==> src/rtl/keycode_pkg.sv <==
// Shared types for the keycode event path: event record, FSM states, no-key code.
// Pure definitions; no logic, no latency, no backpressure.
// Imported by the FIFO and by the decoder top.
package keycode_pkg;

  localparam logic [7:0] KEY_NONE = 8'h00;

  typedef struct packed {
    logic       press;
    logic [7:0] code;
  } kc_event_t;

  localparam int KC_EVENT_W = $bits(kc_event_t);

  typedef enum logic {
    KC_IDLE,
    KC_EMIT_PRESS
  } kc_state_t;

endpackage

==> src/rtl/kc_event_fifo.sv <==
// In-order FIFO of kc_event_t entries with registered pointers and occupancy.
// Latency: a push is visible at the head one cycle after its edge (no bypass).
// Backpressure: a push while full is taken only when a pop happens on the same edge.
module kc_event_fifo
  import keycode_pkg::*;
#(
  parameter int DEPTH = 4
) (
  input  logic                  clk,
  input  logic                  rst,
  input  logic                  push,
  input  logic [KC_EVENT_W-1:0] push_dat,
  input  logic                  pop,
  output logic                  full,
  output logic                  empty,
  output logic [KC_EVENT_W-1:0] head_dat
);

  localparam int AW = $clog2(DEPTH);
  localparam logic [AW:0] CNT_FULL = (AW+1)'(DEPTH);

  kc_event_t     mem [DEPTH];
  logic [AW-1:0] wr_ptr;
  logic [AW-1:0] rd_ptr;
  logic [AW:0]   count;
  logic          do_push;
  logic          do_pop;

  assign full     = (count == CNT_FULL);
  assign empty    = (count == '0);
  assign do_pop   = pop && !empty;
  // A full FIFO still accepts a push when the head leaves on the same edge.
  assign do_push  = push && (!full || do_pop);
  assign head_dat = mem[rd_ptr];

  always_ff @(posedge clk) begin
    if (do_push) begin
      mem[wr_ptr] <= push_dat;
    end
  end

  always_ff @(posedge clk) begin
    if (rst) begin
      wr_ptr <= '0;
      rd_ptr <= '0;
      count  <= '0;
    end else begin
      if (do_push) begin
        wr_ptr <= wr_ptr + AW'(1);
      end
      if (do_pop) begin
        rd_ptr <= rd_ptr + AW'(1);
      end
      case ({do_push, do_pop})
        2'b10:   count <= count + (AW+1)'(1);
        2'b01:   count <= count - (AW+1)'(1);
        default: count <= count;
      endcase
    end
  end

endmodule

==> src/rtl/keycode_event_decoder.sv <==
// Debounces the PIO keycode and turns committed level changes into queued press/release events.
// Latency: first event valid STABLE_CYCLES+2 edges after a change reaches keycode_in.
// Backpressure: ev_valid/ev_ready drain; events arriving while full are dropped and flag overflow.
module keycode_event_decoder
  import keycode_pkg::*;
#(
  parameter int DEPTH         = 4,
  parameter int STABLE_CYCLES = 4
) (
  input  logic       Clk,
  input  logic       Reset,
  input  logic [7:0] keycode_in,
  output logic       ev_valid,
  input  logic       ev_ready,
  output logic [7:0] ev_code,
  output logic       ev_press,
  output logic [7:0] held_code,
  output logic       overflow
);

  localparam int CW = $clog2(STABLE_CYCLES + 1);
  localparam logic [CW-1:0] CNT_MAX = CW'(STABLE_CYCLES);

  logic [7:0]    kc_q;
  logic [7:0]    cand;
  logic [CW-1:0] cnt;
  kc_state_t     state;
  kc_state_t     state_nxt;
  logic          commit;
  logic          push;
  kc_event_t     push_ev;
  logic          pop;
  logic          fifo_full;
  logic          fifo_empty;
  kc_event_t     head_ev;

  assign commit = (cnt == CNT_MAX) && (cand != held_code) && (state == KC_IDLE);
  assign pop    = ev_valid && ev_ready;

  always_ff @(posedge Clk) begin
    if (Reset) begin
      kc_q      <= KEY_NONE;
      cand      <= KEY_NONE;
      cnt       <= '0;
      held_code <= KEY_NONE;
      overflow  <= 1'b0;
      state     <= KC_IDLE;
    end else begin
      kc_q <= keycode_in;
      if (kc_q != cand) begin
        cand <= kc_q;
        cnt  <= CW'(1);
      end else if (cnt != CNT_MAX) begin
        cnt <= cnt + CW'(1);
      end
      if (commit) begin
        held_code <= cand;
      end
      state <= state_nxt;
      if (push && fifo_full && !pop) begin
        overflow <= 1'b1;
      end
    end
  end

  // A key-to-key change is split: release the old key now, press the new one next cycle.
  always_comb begin
    state_nxt     = state;
    push          = 1'b0;
    push_ev.press = 1'b0;
    push_ev.code  = KEY_NONE;
    case (state)
      KC_IDLE: begin
        if (commit) begin
          push = 1'b1;
          if (held_code == KEY_NONE) begin
            push_ev.press = 1'b1;
            push_ev.code  = cand;
          end else begin
            push_ev.press = 1'b0;
            push_ev.code  = held_code;
            if (cand != KEY_NONE) begin
              state_nxt = KC_EMIT_PRESS;
            end
          end
        end
      end
      KC_EMIT_PRESS: begin
        // held_code already carries the new key committed on the previous edge.
        push          = 1'b1;
        push_ev.press = 1'b1;
        push_ev.code  = held_code;
        state_nxt     = KC_IDLE;
      end
      default: state_nxt = KC_IDLE;
    endcase
  end

  kc_event_fifo #(
    .DEPTH(DEPTH)
  ) u_fifo (
    .clk      (Clk),
    .rst      (Reset),
    .push     (push),
    .push_dat (push_ev),
    .pop      (pop),
    .full     (fifo_full),
    .empty    (fifo_empty),
    .head_dat (head_ev)
  );

  assign ev_valid = !fifo_empty;
  assign ev_code  = fifo_empty ? KEY_NONE : head_ev.code;
  assign ev_press = fifo_empty ? 1'b0 : head_ev.press;

endmodule

==> config.mk <==
export PLATFORM = sky130hd
export DESIGN_NAME = keycode_event_decoder
export DESIGN_NICKNAME = d
export VERILOG_FILES = /design/src/rtl/keycode_pkg.sv /design/src/rtl/kc_event_fifo.sv /design/src/rtl/keycode_event_decoder.sv
export SDC_FILE = /design/constraint.sdc
export NUM_CORES = 1
export LEC_CHECK = 0
export CAP_MARGIN = 20
export CORE_UTILIZATION = 40
export CTS_CLUSTER_DIAMETER = 40
export DETAILED_ROUTE_END_ITERATION = 10
export GPL_ROUTABILITY_DRIVEN = 0
export PLACE_DENSITY_LB_ADDON = 0.3
export SYNTH_ARGS = -nofsm -noshare
export SYNTH_HDL_FRONTEND = slang
export SYNTH_SLANG_ARGS = --single-unit
==> constraint.sdc <==
create_clock -name Clk -period 5.05 [get_ports Clk]
set_input_delay 1.2625 -clock Clk [delete_from_list [all_inputs] [get_ports Clk]]
set_output_delay 1.2625 -clock Clk [all_outputs]
set_load 0.005 [all_outputs]
* After elaboration in Yosys (flattened, before gate mapping) *
Memories as Yosys holds them, arrays and structs flattened. A register that Yosys moved wholly into a read port is not among the register bits.
Cells that the tools add are included.

cells by class
  $add $sub $neg = 5
  eq/ne operators = 7
  multiplexer cells = 18
  bitwise operators = 1
  reduce and logical (&&, ||, !) cells = 17

operators with widths
  cell                                                  number
  2-to-1 mux 9 bit                                      2
  case mux 9 bit (2 select lines)                       1
  != test 8 bit                                         2
  2-to-1 mux 1 bit                                      9
  zero test 8 bit                                       1
  2-to-1 mux 8 bit                                      1
  nonzero test 8 bit                                    1
  logical AND 1 bit                                     7
  adder 3 x 1 -> 3 bit (second input constant)          2
  equality test 3 bit (second input constant)           2
  case mux 3 bit (2 select lines)                       1
  adder 2 x 1 -> 2 bit (second input constant)          2
  2-to-1 mux 2 bit                                      2
  case mux 1 bit (2 select lines)                       2
  nonzero test 2 bit                                    2
  zero test 1 bit                                       3
  zero test 3 bit                                       1
  != test 3 bit (second input constant)                 1
  subtractor 3 x 1 -> 3 bit (second input constant)     1
  equality test 2 x 1 -> 1 bit (second input constant)  1
  equality test 2 bit (second input constant)           1
  OR reduction 2 bit                                    1
  logical OR 1 bit                                      1
  NOT 1 bit                                             1

word-level totals
  register bits after elaboration = 36
  RAM bits = 36
  input bits = 11
  logic and storage cells = 59
  memories kept = 1

memory list
  memory      words  width  read ports  clocked after Yosys merged registers in  write ports  RTL line             RTL
  u_fifo.mem  4      9      1           1                                        1            kc_event_fifo.sv:22  kc_event_t mem [DEPTH];

* Longest topological paths before layout *
Gate-level depths: netlist (run 1).

  depth in word-level cells = 8
  gate-level depth with buffers = 11
  gate-level depth less buffers = 11

* Cells and area by module *
Synthesis (run 1) repeated with hierarchy kept, for this count alone.

unflattened totals
  cell total of the unflattened synthesis = 257
  area total of the unflattened synthesis = 3210.6 um^2

by module, submodules not included
  module                 instances  cells an instance  area each (um^2)  seq. area each (um^2)
  kc_event_fifo          1          101                1788.0            1261.2
  keycode_event_decoder  1          156                1422.6            580.6

* Worst setup path after synthesis (run 1) *
OpenSTA, ideal clock, no wires.

  kind = input to register
  from = input port ev_ready
  to = register u_fifo.count[1]
  library setup time = 0.122 ns
  data arrival time = 2.625 ns
  data required time = 4.928 ns
  path slack = 2.303 ns
  cell stages on the path = 7
  path through = clkbuf_1 > nand2_1 > nor2_1 > fa_1 > nand3b_1 > mux2i_1 > a311o_1

between the ends
  word-level cells in the longest chain between the ends = 6

ends and longest elaborated chain
  what                                                                   RTL line                     RTL
  start: declaration                                                     keycode_event_decoder.sv:14  input logic ev_ready,
  logical AND 1 bit *                                                    keycode_event_decoder.sv:38  assign pop = ev_valid && ev_ready;
  logical AND 1 bit *                                                    kc_event_fifo.sv:31          assign do_pop = pop && !empty;
  logical OR 1 bit                                                       kc_event_fifo.sv:33          assign do_push = push && (!full || do_pop);
  logical AND 1 bit                                                      kc_event_fifo.sv:33
  equality test 2 x 1 -> 1 bit or equality test 2 bit (tied branches)    kc_event_fifo.sv:54          case ({do_push, do_pop})
  case mux 3 bit (2 select lines) or nonzero test 2 bit (tied branches)  n/a
  end signal: assignment                                                 kc_event_fifo.sv:55          2'b10: count <= count + (AW+1)'(1);
  end signal: assignment                                                 kc_event_fifo.sv:56          2'b01: count <= count - (AW+1)'(1);
  end signal: assignment                                                 kc_event_fifo.sv:57          default: count <= count;
  end: declaration                                                       kc_event_fifo.sv:25          logic [AW:0] count;

Mark *: on every way between the ends. The rest lies on a longest branch, timed or not.
A chain may end at the register's enable or synchronous reset.

==> impl.org, run 1 <==
** Outcome
- Result of the run :: finished clean

** Yosys
- Synthesis produced a netlist whose cell count is 257.
- Each instance of the synthesized netlist takes up on average 12.4 sq um.
- For this run, the register share of the synthesized area comes to 58.0%.
- Synth Register Bits :: 74
- Cell type with the largest total area after synthesis :: edfxtp_1
- Synthesis produced a netlist with a net count of 275.
- Count of cell types in the netlist :: 42
- Cell with the most instances after synthesis :: dfxtp_1
- Area contributors post-synth :: edfxtp_1, dfxtp_1, mux4_2
- The share of synthesized area in the top cell type comes to 34.0%.
- Async set-reset flop share out of synthesis :: 0%
- After synthesis, the most frequently instantiated cells are dfxtp_1, edfxtp_1, nor2_1, nor2b_1, and2_1.
- Post-synthesis instance area :: 3180 sq um
- Yosys Warn Count :: 0
- Most used flip-flop cell after synthesis :: dfxtp_1
- Count of flip-flops with a built-in enable after synthesis :: 36

** Finish
- Relative to the synthesized area, the layout overhead comes to 17.2%.
- In the final layout, the share of cells above drive strength 1 is 10.2%.
- Count of filler cells inserted in the layout :: 711
- For this run, the post-layout net count is 307.
- Area taken by flip-flops and latches :: 1840 sq um
- Multi-input combinational cell area :: 1260 sq um
- Cells fill 48.5% of the core in the end.
- 0 antenna diodes ended up in the layout.

** Die
- Overall die area :: 8310 sq um
- Starting density of the core :: 41.3%
- Die height :: 91.1 um
- Placement Rows :: 32
- The core region is 7690 sq um.
- Die span in x :: 91.1 um
- 30 I/O pins were placed.

** Placement
- Detailed-placement wirelength estimate :: 3.72 mm
- PortBufs :: 29

** Timing
- In the finished design, the share of the clock period the worst path needs comes to 69.6%.
- Setup repair after global routing missed its margin :: false
- Shortest clock period the worst path allows after layout :: 3520 ps
- The worst pin sits at a relative slew slack of 41.6%.
- Highest Clock Rate :: 284 MHz
- Hold violation count in the final report :: 0
- Setup violators final :: 0
- Setup Skew :: 8.25 ps
- Slew of the pin with the lowest slew margin :: 873 ps
- The number of slew-limit violations in the final report was 0.
- Adding up every negative setup slack in the final design gives 0 ps.

** Clock tree
- Clock-pin slew was measured on the worst setup and hold paths at 70 ps.
- Buffers inserted to repair hold after CTS numbered 0.
- Post-cts sizing count :: 0
- CTS Buffer Depth :: 2
- The H-tree was split into 3 levels.
- After clock tree synthesis, the setup repair step added 0 buffers.
- The tree is rooted in a clkbuf_8.
- Clock Sinks :: 74
- Insertion delay of the later-clocked pin in the worst-skew pair :: 340 ps
- Clock tree synthesis inserted a total of 9 buffers.
- CTS tree :: yes

** Global routing
- Antenna violations before repair :: 0
- The number of global-route vias before repair was 1904.
- Entering global routing, the biggest net connects 26 pins.
- GRT Residual Overflow :: 0
- Across every metal layer, demand over resource in global routing totals 15.0%.
- Wire length of the first global-routing pass :: 9.47 mm

** Route
- Wirelength, routed :: 5.58 mm
- Antenna Violating Nets Remaining :: 0
- In the routed layout, each cell is associated on average with a via count of 4.93.
- Vias :: 1953
- First-pass iteration count of the detailed router :: 4
- Post-detailed-route DRC marker count :: 0
- DRC marker count from the first detailed-route iteration :: 107
- DR WL/cell :: 14.1 um

** Critical path
- Worst setup path category :: flip-flop to output pin
- Internal reg-to-reg setup slack :: 2610 ps
- For the worst flop-to-flop path, the logic depth is 9.
- Data required, critical path :: 3790 ps
- Reg2Reg Capture Point :: u_fifo.count[1]
- The most critical setup path has its endpoint at ev_code[2].
- Startpoint class of the critical path :: flip-flop
- The worst setup path is captured at an output pin.
- STA puts the critical path data arrival time at 2250 ps.
- In this run the critical register-to-register path is launched from held_code[4].
- Maximum net fanout on the critical path :: 9

** Power
- Peak VDD IR :: 148 uV
- Total power of the final layout :: 0.00106 W
- Ratio of total power to cell area :: 284 nW/um^2
- Summed over all cells, the static leakage comes to 1.31 nW.

** Hold path
- The worst hold path belongs to the class flip-flop to flip-flop.

** Job
- The tool flagged a number of max-cap violations equal to 0.
## cell type report
| cell class | instances | share of cell area (%) |
|---|---|---|
| inverters | 8 | 0.806 |
| well taps | 102 | 3.43 |
| repair buffers | 31 | 8.20 |
| clock buffers | 10 | 3.43 |
| flip-flops and latches | 74 | 49.4 |
| clock inverters | 6 | 0.907 |
| multi-input cells | 165 | 33.8 |
## worst max-delay path, cell delays in order, from the launching register on
cell and delay (ps):
dfxtp_1 730, mux4_2 580, and2_1 170, clkdlybuf4s50_1 430
## registers in the layout (all words and copies together), names as in the netlist, named ones only
| name | cells |
|---|---|
| u_fifo.count | 3 |
| u_fifo.wr_ptr | 2 |
| cnt | 3 |
| u_fifo.rd_ptr | 2 |
| overflow | 1 |
| state | 1 |
| u_fifo.mem | 36 |
| kc_q | 8 |
| held_code | 8 |
| cand | 8 |
## power breakdown
part / total [W] / leakage (nW) / internal [W] / switching (W)
registers: 0.000636 / 0.658 / 0.000629 / 0.00000697
logic: 0.0000350 / 0.576 / 0.0000188 / 0.0000162
clock network: 0.000386 / 0.0811 / 0.000174 / 0.000211
total: 0.00106 / 1.31 / 0.000822 / 0.000235
## cell usage in the layout, fill, tap and decap left out, types with 3 or more instances in the layout
master and count:
mux4_2 9, edfxtp_1 36, and2_1 13, nor2_1 28, clkdlybuf4s50_1 29, mux2i_1 12, xnor2_1 10, nand4_1 3
inv_1 8, ha_1 6, nor2b_1 17, a21oi_1 9, xor2_1 10, or4_1 3, clkbuf_8 9, nor3_1 3
nor4_1 5, dfxtp_1 38, nand2_1 10
## layer usage
| metal | global-route usage [%] | routed length (um) |
|---|---|---|
| met5 | 0 | 0 |
| met4 | 6.35 | 76 |
| met3 | 4.02 | 147 |
| met2 | 24.1 | 2730 |
| met1 | 19.0 | 2630 |
## logic make-up after synthesis
| family | after synthesis | share of synthesized area, % |
|---|---|---|
| flip-flops | 74 | 58.0 |
| multiplexers | 21 | 10.2 |
| XOR/XNOR | 20 | 5.51 |
| adder cells (fa/ha/maj) | 7 | 2.99 |
| buffers and inverters | 18 | 2.44 |
| AND/OR/NAND/NOR | 95 | 16.2 |
| AO/OA/AOI/OAI | 22 | 4.76 |
## through the flow
| stage | setup WS [ps] | hold WS (ps) | area [sq um] | std cells |
|---|---|---|---|---|
| after floorplan | 2300 | 458 | 3180 | 257 |
| after global placement | 1780 | 464 | 3560 | 379 |
| after detailed placement | 1710 | 466 | 3560 | 379 |
| after CTS | 1480 | 476 | 3720 | 395 |
| after global routing | 1390 | 486 | 3720 | 396 |
| final | 1530 | 476 | 3720 | 396 |
## how the worst min path moves through the flow
stage                     slack, ps       to  cells past startpoint     from
after floorplan                 460  cand[0]                      1  kc_q[0]
after global placement          460  cand[3]                      1  kc_q[3]
after CTS                       480  cand[4]                      1  kc_q[4]
final                           480  cand[0]                      1  kc_q[0]
after global routing            490  cand[4]                      1  kc_q[4]
after detailed placement        470  cand[4]                      1  kc_q[4]
Note: power is estimated with default switching activity, not from simulation.
==> run 2: changes to the inputs <==
==> constraint.sdc (replaced) <==
create_clock -name Clk -period 3.7 [get_ports Clk]
set_input_delay 0.925 -clock Clk [delete_from_list [all_inputs] [get_ports Clk]]
set_output_delay 0.925 -clock Clk [all_outputs]
set_load 0.005 [all_outputs]
==> impl.org, run 2 (synthesis gave the netlist of run 1 again) <==
** Timing
- The setup TNS is 0 ps (unchanged).
- Shortest clock period the worst path allows after layout :: 3170 ps
- The worst slew margin relative to its limit is 59.2% (was 41.6%).
- Setup repair after global routing missed its margin :: false (unchanged)
- The number of slew-limit violations in the final report came to 0 (unchanged).
- In the finished design, the share of the clock period the worst path needs comes to 85.7%.
- The final hold violation count was 0 (unchanged).
- The slew at the pin closest to its max-slew limit is 611 ps (was 873 ps).
- Highest Clock Rate :: 316 MHz
- The minimum setup slack in the final design is 531 ps (was 1530 ps).
- Setup violators final :: 0 (unchanged)
- Setup Skew :: 8.46 ps (was 8.25 ps)

** Die
- Ports placed on the boundary :: 30 (unchanged)
- Placement Rows :: 32 (unchanged)
- The effective utilization at floorplan came to 41.3% (unchanged).
- The chip width was 91.1 um (unchanged).
- Standard cell core area :: 7690 sq um (unchanged)
- The vertical die dimension was 91.1 um (unchanged).
- Overall die area :: 8310 sq um (unchanged)

** Critical path
- The arrival time at the worst endpoint was 2240 ps (was 2250 ps).
- The required time at the endpoint of the critical path is 2770 ps (was 3790 ps).
- Maximum net fanout on the critical path :: 9 (unchanged)
- The cell depth of the worst flop-to-flop path was 8 (was 9).
- The sort of element at the start of the critical path is a flip-flop (unchanged).
- The type of the worst setup path was flip-flop to output pin (unchanged).
- Critical path capture point type :: output pin (unchanged)

** Global routing
- Largest net degree at the start of global routing :: 34 (was 26)
- The global-route congestion overflow total came to 0 (unchanged).
- Wire length of the first global-routing pass :: 9.16 mm (was 9.47 mm)
- Antenna violations before repair :: 0 (unchanged)
- The aggregate global-route resource usage came to 14.5% (was 15.0%).
- Vias in the first global route :: 1885 (was 1904)

** Hold path
- Type of the worst min-delay path :: flip-flop to flip-flop (unchanged)
- Worst hold path cell count :: 1 (unchanged)

** Finish
- The end-of-flow core utilization came to 48.5% (about the same).
- The antenna cell count is 0 (unchanged).
- The leading cell type in the layout, fill and taps excluded is dfxtp_1 (unchanged).
- The register with the most flip-flops is u_fifo.mem (unchanged).
- The number of flip-flops in the largest register is 36 (unchanged).
- The post-route cell area came to 3730 sq um (was 3720 sq um).
- Ratio of cells with drive above 1 in the final layout :: 10.5% (was 10.2%)
- Commonest cells after routing, fill and taps aside :: dfxtp_1, edfxtp_1, clkdlybuf4s50_1 (unchanged)
- Final nets :: 307 (unchanged)
- Area growth from synthesis to layout :: 17.4% (was 17.2%)

** Outcome
- Result of the run :: finished clean (unchanged)

** Route
- The average routed wire per standard cell is 13.7 um (was 14.1 um).
- Wirelength, routed :: 5.44 mm (was 5.58 mm)
- The count of unresolved DRC violations after routing came to 0 (unchanged).
- First-pass iteration count of the detailed router :: 4 (unchanged)
- The average via count per standard cell is 4.92 (was 4.93).
- DRC marker count from the first detailed-route iteration :: 56 (was 107)
- The overall via count from detail_route is 1947 (was 1953).
- Antenna Violating Nets Remaining :: 0 (unchanged)

** Clock tree
- The TritonCTS sink count was 74 (unchanged).
- The setup fix buffers added after clock tree synthesis is 0 (unchanged).
- CTS Hold Bufs :: 0 (unchanged)
- Root buf cell :: clkbuf_8 (unchanged)
- Number of buffers added by the clock tree synthesis step :: 9 (unchanged)
- CTS tree :: yes (unchanged)
- The worst-skew pair later-pin latency is 340 ps (about the same).
- Post-cts sizing count :: 0 (unchanged)
- The maximum buffer depth of the clock tree was 2 (unchanged).
- The H-tree depth reported by CTS was 3 (unchanged).
- Clock transition at the register clock pins on the worst setup and hold paths after CTS :: 80 ps (was 70 ps)

** Power
- The standby leakage power is 1.31 nW (about the same).
- Peak VDD IR :: 183 uV (was 148 uV)
- The total power consumption of the routed design is 0.00145 W (was 0.00106 W).
- Ratio of total power to cell area :: 390 nW/um^2 (was 284 nW/um^2)

** Placement
- Pre-CTS WS :: 717 ps (was 1710 ps)
- Detailed-placement wirelength estimate :: 3.79 mm (was 3.72 mm)
- PortBufs :: 29 (unchanged)
- Post-Place Cell Area :: 3560 sq um (about the same)

** Job
- Max Cap Violations :: 0 (unchanged)
-- run 2: final cells by class --
type | count | area (sq um)
sequential | 74 | 1840
fill | 715 | 3960
inverter | 8 | 30.0
timing repair buffer | 31 | 305
clock inverter | 7 | 43.8
clock buffer | 9 | 124
multi-input combinational | 165 | 1260
tap | 102 | 128
-- run 2: worst paths after layout --
kind | start | end | slack [ps]
worst min-delay path | kc_q[6] | cand[6] | 480
worst max-delay path | flip-flop | ev_code[7] | 530
worst max register to register | u_fifo.count[0] | u_fifo.count[2] | 1290
worst min register to register | kc_q[6] | cand[6] | 480
-- run 2: stage by stage --
stage / hold WS [ps] / std cells
after global placement: 466 / 380
after floorplan: 458 / 257
after global routing: 493 / 396
after detailed placement: 469 / 380
after CTS: 479 / 396
final: 476 / 396
-- run 2: report_power, final --
part	switching, W	leakage, nW	internal [W]
clock	0.000298	0.0767	0.000239
sequential	0.00000943	0.658	0.000859
combinational	0.0000219	0.576	0.0000256
-- run 2: per-layer routing --
metal | global-route usage [%] | part of all wire (%) | vias to the layer above
li1 | - | - | 976
met1 | 18.3 | 48 | 921
met2 | 22.9 | 47 | 42
met3 | 3.43 | 3.3 | 8
met4 | 7.94 | 1.4 | 0
met5 | 0 | 0 | -
-- run 2: critical path: stages, from the launching register on --
cell,delay (ps)
dfxtp_1,710
mux4_2,580
and2_1,170
clkdlybuf4s50_1,440
